==> src/rtl/uart_tx_arbiter_if.sv <==
// uart_tx_arbiter_if: requester and transmitter handshake bundle for uart_tx_arbiter
// Signals:
//   req, req_data      requester level requests and their packed bytes (byte i at [i*DATA_W +: DATA_W])
//   gnt, done          one-hot pulses back to the requesters
//   tx_start, tx_data  start pulse and latched byte towards the UART transmitter
//   tx_busy, tx_done   transmitter status back to the arbiter
// Modports: master = arbiter side, slave = clients/transmitter side.
interface uart_tx_arbiter_if #(
    parameter int N_REQ  = 4,
    parameter int DATA_W = 8
);
    logic [N_REQ-1:0]        req;
    logic [N_REQ*DATA_W-1:0] req_data;
    logic [N_REQ-1:0]        gnt;
    logic [N_REQ-1:0]        done;
    logic                    tx_start;
    logic [DATA_W-1:0]       tx_data;
    logic                    tx_busy;
    logic                    tx_done;

    modport master (
        input  req, req_data, tx_busy, tx_done,
        output gnt, done, tx_start, tx_data
    );

    modport slave (
        output req, req_data, tx_busy, tx_done,
        input  gnt, done, tx_start, tx_data
    );
endinterface

==> src/rtl/uart_tx_arbiter.sv <==
// uart_tx_arbiter: round-robin sequencer sharing one UART transmitter among N_REQ byte sources
// Ports:
//   clk          rising-edge clock
//   reset        asynchronous, active-low
//   bus          uart_tx_arbiter_if.master (req/req_data/gnt/done, tx_start/tx_data/tx_busy/tx_done)
//   busy         1 whenever the sequencer is not IDLE
//   owner        index of the current/last granted requester
//   timeout_err  1-cycle pulse when the WAIT watchdog aborts a frame
// Optional feature: define UART_ARB_TIMEOUT_EN to enable the WAIT watchdog (TIMEOUT_CYC cycles);
// without it WAIT holds until tx_done and timeout_err stays 0.
module uart_tx_arbiter #(
    parameter int N_REQ       = 4,
    parameter int DATA_W      = 8,
    parameter int TIMEOUT_CYC = 4096
) (
    input  logic                     clk,
    input  logic                     reset,
    uart_tx_arbiter_if.master        bus,
    output logic                     busy,
    output logic [$clog2(N_REQ)-1:0] owner,
    output logic                     timeout_err
);
    localparam int IW = $clog2(N_REQ);

    typedef enum logic [1:0] {S_IDLE, S_START, S_WAIT} state_t;

    state_t            state_q, state_d;
    logic [IW-1:0]     ptr_q, ptr_d, owner_q, owner_d, sel;
    logic [DATA_W-1:0] data_q, data_d;
    logic [N_REQ-1:0]  gnt_q, gnt_d, done_q, done_d;
    logic              start_q, start_d, terr_q, terr_d, hit, tmo;

    // Scan downward so the last hit kept is the nearest requester after ptr.
    always_comb begin
        sel = ptr_q;
        hit = 1'b0;
        for (int k = N_REQ; k >= 1; k--) begin
            if (bus.req[(int'(ptr_q) + k) % N_REQ]) begin
                sel = IW'((int'(ptr_q) + k) % N_REQ);
                hit = 1'b1;
            end
        end
    end

`ifdef UART_ARB_TIMEOUT_EN
    localparam int CW = $clog2(TIMEOUT_CYC);
    logic [CW-1:0] cnt_q, cnt_d;

    // tx_done on the limit cycle takes priority over the abort.
    always_comb begin
        tmo   = state_q == S_WAIT && !bus.tx_done && cnt_q == CW'(TIMEOUT_CYC - 1);
        cnt_d = state_q == S_WAIT ? cnt_q + 1'b1 : '0;
    end
`else
    logic unused_timeout_cfg;
    assign unused_timeout_cfg = ^TIMEOUT_CYC;
    assign tmo = 1'b0;
`endif

    always_comb begin
        state_d = state_q;
        ptr_d   = ptr_q;
        owner_d = owner_q;
        data_d  = data_q;
        gnt_d   = '0;
        done_d  = '0;
        start_d = 1'b0;
        terr_d  = tmo;
        if (state_q == S_IDLE && hit && !bus.tx_busy) begin
            state_d = S_START;
            ptr_d   = sel;
            owner_d = sel;
            data_d  = bus.req_data[int'(sel)*DATA_W +: DATA_W];
            gnt_d   = N_REQ'(1) << sel;
        end
        if (state_q == S_START) begin
            state_d = S_WAIT;
            start_d = 1'b1;
        end
        if (state_q == S_WAIT && (bus.tx_done || tmo)) begin
            state_d = S_IDLE;
            done_d  = bus.tx_done ? N_REQ'(1) << owner_q : '0;
        end
    end

    always_ff @(posedge clk or negedge reset) begin
        if (!reset) begin
            state_q <= S_IDLE;
            ptr_q   <= IW'(N_REQ - 1);
            owner_q <= '0;
            data_q  <= '0;
            gnt_q   <= '0;
            done_q  <= '0;
            start_q <= 1'b0;
            terr_q  <= 1'b0;
`ifdef UART_ARB_TIMEOUT_EN
            cnt_q   <= '0;
`endif
        end else begin
            state_q <= state_d;
            ptr_q   <= ptr_d;
            owner_q <= owner_d;
            data_q  <= data_d;
            gnt_q   <= gnt_d;
            done_q  <= done_d;
            start_q <= start_d;
            terr_q  <= terr_d;
`ifdef UART_ARB_TIMEOUT_EN
            cnt_q   <= cnt_d;
`endif
        end
    end

    assign bus.gnt      = gnt_q;
    assign bus.done     = done_q;
    assign bus.tx_start = start_q;
    assign bus.tx_data  = data_q;
    assign busy         = state_q != S_IDLE;
    assign owner        = owner_q;
    assign timeout_err  = terr_q;
endmodule

==> src/flat_wrapper.sv <==
// flat-port wrapper written by rule: the top's interface ports become plain ports
module uart_tx_arbiter_flat 
#(
    parameter int N_REQ       = 4,
    parameter int DATA_W      = 8,
    parameter int TIMEOUT_CYC = 4096
)
  (clk, reset, busy, owner, timeout_err, bus_req, bus_req_data, bus_tx_busy, bus_tx_done, bus_gnt, bus_done, bus_tx_start, bus_tx_data);
  uart_tx_arbiter_if #(.N_REQ(N_REQ), .DATA_W(DATA_W)) bus_i ();
  input  logic clk;
  input  logic reset;
  output logic busy;
  output logic [$clog2(N_REQ)-1:0] owner;
  output logic timeout_err;
  input wire logic [$bits(bus_i.req)-1:0] bus_req;
  input wire logic [$bits(bus_i.req_data)-1:0] bus_req_data;
  input wire logic [$bits(bus_i.tx_busy)-1:0] bus_tx_busy;
  input wire logic [$bits(bus_i.tx_done)-1:0] bus_tx_done;
  output wire logic [$bits(bus_i.gnt)-1:0] bus_gnt;
  output wire logic [$bits(bus_i.done)-1:0] bus_done;
  output wire logic [$bits(bus_i.tx_start)-1:0] bus_tx_start;
  output wire logic [$bits(bus_i.tx_data)-1:0] bus_tx_data;
  assign bus_i.req = bus_req;
  assign bus_i.req_data = bus_req_data;
  assign bus_i.tx_busy = bus_tx_busy;
  assign bus_i.tx_done = bus_tx_done;
  assign bus_gnt = bus_i.gnt;
  assign bus_done = bus_i.done;
  assign bus_tx_start = bus_i.tx_start;
  assign bus_tx_data = bus_i.tx_data;
  uart_tx_arbiter #(.N_REQ(N_REQ), .DATA_W(DATA_W), .TIMEOUT_CYC(TIMEOUT_CYC)) u_core (.clk(clk), .reset(reset), .bus(bus_i), .busy(busy), .owner(owner), .timeout_err(timeout_err));
endmodule
==> config.mk <==
export PLATFORM = sky130hd
export DESIGN_NAME = uart_tx_arbiter_flat
export DESIGN_NICKNAME = d
export VERILOG_FILES = /design/src/rtl/uart_tx_arbiter_if.sv /design/src/rtl/uart_tx_arbiter.sv /design/src/flat_wrapper.sv
export SDC_FILE = /design/constraint.sdc
export NUM_CORES = 1
export LEC_CHECK = 0
export CAP_MARGIN = 20
export CORE_ASPECT_RATIO = 0.75
export CORE_MARGIN = 2
export CORE_UTILIZATION = 35
export CTS_CLUSTER_SIZE = 10
export DETAILED_ROUTE_END_ITERATION = 10
export PLACE_DENSITY = 0.75
export SYNTH_ARGS = -nofsm -noshare
export SYNTH_HDL_FRONTEND = slang
export SYNTH_SLANG_ARGS = --single-unit
export TNS_END_PERCENT = 30
==> constraint.sdc <==
create_clock -name clk -period 1.6 [get_ports clk]
set_input_delay 0.16 -clock clk [delete_from_list [all_inputs] [get_ports clk]]
set_output_delay 0.16 -clock clk [all_outputs]
set_load 0.01 [all_outputs]
Word-level counts from Yosys, hierarchy flattened:

Cells that the tools add are included.
W data, S select, Z words.

* order comparisons: 4
* equality and inequality tests: 2
* bitwise gates (word level): 4
* add/sub/neg operators: 4
* shift operators: 3
* reduce and logical (&&, ||, !) cells: 11
* muxes and demuxes: 27

Operators with widths (count)
* $shiftx A32 B6 Y8: 1
* $lt A3 B4 Y1 const B: 4
* $mux W2: 7
* $mux W1: 13
* $mux W4: 3
* $bmux W1 S2: 4
* $reduce_or A2 Y1: 4
* $shl A1 B2 Y4 const A: 2
* $add A2 B1 Y2 const B: 2
* $add A2 B2 Y2 const B: 2
* $and A1 B1 Y1 const A: 4
* $logic_and A1 B1 Y1: 3
* $reduce_bool A3 Y1: 1
* $eq A2 B1 Y1 const B: 1
* $eq A2 B2 Y1 const B: 1
* $logic_not A2 Y1: 1
* $reduce_bool A2 Y1: 1
* $logic_not A1 Y1: 1

* output and inout bits: 21
* register bits: 23

Longest topological paths before layout:

* depth after elaboration: 15
* gate-level depth with buffers: 6
* mapped depth without buffers: 5

Least setup slack after synthesis:

OpenSTA, ideal clock, no wires.

* kind: reg-to-reg
* from: register u_core.ptr_q[1]
* to: register u_core.data_q[0], in the netlist u_core.bus.tx_data[0]
* path buffers: 1
* library setup time: 138 ps
* stages on the path, launching flop included: 7
* arrival: 1442 ps
* setup slack: 20 ps
* period minus slack after synthesis: 1580 ps
* cell sequence: dfstp_2 > mux2i_1 > a21oi_2 > o21ai_2 > buf_6 > mux2i_1 > o221ai_1

* longest elaborated chain between the ends: 10
* elaborated cells between the ends (all ways): 27
* classes of those cells: add/sub (4); shift (1); mux (20); reduce/logical (2)

RTL lines
* start: declaration: RTL line uart_tx_arbiter.sv:28 `logic [IW-1:0] ptr_q, ptr_d, owner_q, owner_d, sel;`
* start signal: assignment: RTL line uart_tx_arbiter.sv:89 `ptr_q <= IW'(N_REQ - 1);`
* start signal: assignment: RTL line uart_tx_arbiter.sv:101 `ptr_q <= ptr_d;`
* parallel branches: the longest is 10 deep, another holds $add A2 B1 Y2
* end signal: assignment: RTL line uart_tx_arbiter.sv:103 `data_q <= data_d;`
* end: declaration: RTL line uart_tx_arbiter.sv:29 `logic [DATA_W-1:0] data_q, data_d;`

Parallel ways; which one is timed is not known. The select of a mux whose other input is x is not followed.
A chain may end at the register's enable or synchronous reset.

Worst setup path in the final report:

Same ends and word-level chain as after synthesis.

==> impl_summary.md <==
Floorplan
The vertical die dimension is 53.64 um. For this configuration, the core starts out at a cell density of 0.3780. The floorplan core area is 0.003042 mm^2. The floorplan step defined a die boundary enclosing 0.003765 mm^2. The row count is 17. Pin placement for this block handled 61 I/O pins. The horizontal die dimension is 70.19 um.

Layout
Relative to the synthesized area, the layout overhead comes to 75.63%. The final net count is 217. The share of cells above drive strength 1 is 0.2045. The area of all placed cells without fillers is 0.002019 mm^2. Leaving out fill and tap cells, the most frequent cell in the layout is sky130_fd_sc_hd__clkdlybuf4s50_1.

The antenna cell count is 0. The final cell count without fillers is 214. In the layout the commonest cells are sky130_fd_sc_hd__clkdlybuf4s50_1, sky130_fd_sc_hd__dfrtp_1, sky130_fd_sc_hd__mux2i_1. The number of filler cells placed in the layout is 222.

STA
The final number of max-transition violations is 0. The share of the cycle needed by the critical path after routing is 1.096. The count of final setup violators is 9. The worst setup margin is -0.1536 ns. For the finished layout, the period the worst path requires is 1.754 ns.

The timing-limited maximum frequency is 0.5703 GHz. The number of endpoints with negative hold slack in the final report is 0. Setup repair after global routing could not meet its margin everywhere. Between clock sinks in the finished design, the worst skew comes to between 0.007 and 0.008 ns.

Detailed routing
In this run, the number of DRC markers left after iteration 0 of detailed routing was 44. The routed wire length per instance is 15.48 um. For this block, the routed nets add up to 3.313 mm of wire. The number of remaining DRC errors is 0. Using the TritonRoute via totals, the vias-per-cell ratio works out to a little under 5.

The detailed-routing iteration count for the pre-antenna-repair pass is 4. The routed via count is about 1100. The number of nets with antenna violations after detailed routing is 0.

Logic synthesis
The cell count after synthesis came out at 102. The cell area that synthesis handed to floorplanning was 0.001150 mm^2. The total of warnings raised by yosys is 0.

The post-synthesis cell type count is 31. Averaged over all synthesized cells, the footprint is around 11 um^2. The number of synthesized register bits is 23. The share of synthesized area occupied by flip-flops and latches is 0.5027. The number of nets in the synthesized netlist is 142.

Worst setup path
STA classifies the critical path startpoint as a flop. The required arrival time at the worst endpoint is 1.73 ns. By startpoint and endpoint, the worst setup path is classified as flop to flop. The arrival time reported for the critical path endpoint is 1.89 ns. The sort of element at the end of the critical path is a flop.

The cell count of the worst reg-to-reg path is 6. Of all nets on the critical path, the largest fanout is 5. Setup slack on the worst reg-to-reg path comes out at -0.15 ns.

Clock network
The cts-stage hold buffer count is 0. Clock tree synthesis selected as its root buffer the cell sky130_fd_sc_hd__clkbuf_8. TritonCTS built the clock tree. The clock buffer count from CTS is 3. CTS built an H-tree with a depth of 1. Clock-pin slew was measured on the worst setup and hold paths at ~0.08 ns. No sink is reached through more buffers than the 2 on the longest clock path. Clock latency on the worst-skew pair, taken at its later pin, is 0.26 ns. The count of clock tree sinks is 23.

Placement
Routability-driven placement finished with a final weighted congestion of around 0.8. The number of placed instances with taps included is around 210. Summing all placed instances gives a cell area of 0.001857 mm^2. The count of buffers added on input and output ports is 59. The HPWL reported at the end of detailed placement is 2.401 mm.

Global routing
For this run, the total global-route usage over all layers was measured as 0.1603. The met3 track demand over resource is 0.02434. The aggregate global routing overflow is 0. Entering global routing, the biggest net connects 24 pins. The first global-routing pass estimated between 4 and 5 mm of wire.

For this run, global-route usage on met1 was measured as 0.1953. The via count of the first global-routing pass came to just over 1000. The global-route track usage on met2 is 0.3111.

The layer flagged by global routing as most heavily used is met2. The initial antenna violation count is 0.

Pwr
Power spread over the standard cell area amounts to 1548 mW/mm^2. For this design the static power due to leakage is roughly 0.9 nW. The largest voltage drop on the vdd net is 0.7869 mV.

Run status
The run finished, with violations left. The final reports fail on setup timing.

Run
The tool flagged a number of max-cap violations equal to 0.

Worst hold path
The path class of the tightest hold or removal check is input port to asynchronous set/reset pin.
per-stage QoR:
stage / hold slack [ns] / worst slack, ns / util / total power [W] / setup TNS (ns)
after floorplan: -0.1356 / 0.01955 / - / 0.001774 / 0
after global placement: 0.4700 / -0.2488 / 0.6104 / 0.002454 / -2.850
after detailed placement: 0.4753 / -0.2913 / 0.6104 / 0.002517 / -2.952
after CTS: 0.2489 / -0.1348 / 0.6273 / 0.002877 / -0.6824
after global routing: 0.2657 / -0.2575 / 0.6639 / 0.003316 / -1.801
final: 0.2385 / -0.1536 / 0.6639 / 0.003126 / -0.8525
worst max-delay path, cell delays in order (launching register included):
cell and delay (ns):
sky130_fd_sc_hd__dfstp_2 0.59, sky130_fd_sc_hd__mux2i_1 0.23, sky130_fd_sc_hd__a21oi_2 0.09, sky130_fd_sc_hd__o21ai_4 0.13
sky130_fd_sc_hd__clkbuf_16 0.22, sky130_fd_sc_hd__mux2i_1 0.22, sky130_fd_sc_hd__o221ai_1 0.14
flip-flops by register name (all words and copies together) (netlist names):
name and count:
u_core.bus.gnt 4, u_core.state_q 2, u_core.bus.tx_start 1, u_core.owner 2
u_core.bus.done 4, u_core.bus.tx_data 8, u_core.ptr_q 2
synth_stat cells:
library cell | count | area share
sky130_fd_sc_hd__conb_1 | 1 | 0.0033
sky130_fd_sc_hd__a21boi_1 | 1 | 0.0065
sky130_fd_sc_hd__mux2i_1 | 17 | 0.15
sky130_fd_sc_hd__o21ai_1 | 2 | 0.0087
sky130_fd_sc_hd__nor2_1 | 5 | 0.016
sky130_fd_sc_hd__nand2b_2 | 1 | 0.0076
sky130_fd_sc_hd__a21oi_1 | 1 | 0.0043
sky130_fd_sc_hd__nand3b_1 | 1 | 0.0065
sky130_fd_sc_hd__o21ai_2 | 1 | 0.0076
sky130_fd_sc_hd__a221oi_2 | 1 | 0.013
sky130_fd_sc_hd__nor3_1 | 4 | 0.017
sky130_fd_sc_hd__or2_4 | 1 | 0.0076
sky130_fd_sc_hd__and3_1 | 1 | 0.0054
sky130_fd_sc_hd__nor3b_2 | 1 | 0.011
sky130_fd_sc_hd__o22ai_1 | 1 | 0.0054
sky130_fd_sc_hd__dfstp_2 | 2 | 0.046
sky130_fd_sc_hd__buf_4 | 1 | 0.0065
sky130_fd_sc_hd__nor2b_1 | 2 | 0.011
sky130_fd_sc_hd__buf_6 | 3 | 0.029
sky130_fd_sc_hd__a21o_1 | 1 | 0.0065
sky130_fd_sc_hd__nor3_4 | 1 | 0.014
sky130_fd_sc_hd__dfrtp_1 | 21 | 0.46
sky130_fd_sc_hd__a22oi_1 | 1 | 0.0065
sky130_fd_sc_hd__nand2_1 | 11 | 0.036
sky130_fd_sc_hd__nor4_2 | 1 | 0.011
sky130_fd_sc_hd__o221ai_1 | 8 | 0.061
sky130_fd_sc_hd__o21a_1 | 1 | 0.0065
sky130_fd_sc_hd__a21oi_2 | 1 | 0.0076
sky130_fd_sc_hd__inv_1 | 7 | 0.023
sky130_fd_sc_hd__buf_2 | 1 | 0.0043
sky130_fd_sc_hd__or3_1 | 1 | 0.0054
metal layers:
metal  share of wire  wire length, um
met3           0.034              114
met2            0.53             1742
met4          0.0075               25
met1            0.43             1432
met5               0                0
worst paths after layout:
| kind | end | start |
|---|---|---|
| max | u_core.bus.tx_data[0]$_DFFE_PN0P_ | u_core.ptr_q[1]$_DFFE_PN1P_ |
| min | u_core.bus.tx_data[2]$_DFFE_PN0P_ | reset |
| max reg2reg | u_core.bus.tx_data[0]$_DFFE_PN0P_ | u_core.ptr_q[1]$_DFFE_PN1P_ |
| min reg2reg | u_core.bus.tx_data[7]$_DFFE_PN0P_ | u_core.bus.tx_data[7]$_DFFE_PN0P_ |
| max in group asynchronous | u_core.ptr_q[0]$_DFFE_PN1P_ | reset |
| min in group clk | u_core.bus.tx_data[7]$_DFFE_PN0P_ | u_core.bus.tx_data[7]$_DFFE_PN0P_ |
cell type report:
type,instances,area (um^2),share of cell area
clock buffers,3,41.29,0.02045
clock inverters,1,5.005,0.002478
inverters,7,26.28,0.01301
multi-input cells,67,548.0,0.2714
flip-flops and latches,23,578.1,0.2862
well taps,38,47.55,0.02354
repair buffers,75,773.2,0.3829
cells by family after synthesis:
family / Yosys count / share of synthesized area
compound gates: 19 / 0.1339
buf+inv: 12 / 0.06311
flops: 23 / 0.5027
mux: 17 / 0.1480
other cells: 1 / 0.003261
simple gates: 30 / 0.1491
repair_timing:
item	in CTS	in global routing
setup buffers	0	1
hold endpoints to repair	0	0
gates resized for setup	3	8
pin swaps	2	2
setup endpoints to repair	11	15
cloned	0	3
where the power goes:
part	switching, W	internal (W)
combinational	0.000756	0.00104
sequential	0.000159	0.000814
clock	0.000182	0.000174
No activity file was read; power rests on OpenSTA's default activity.
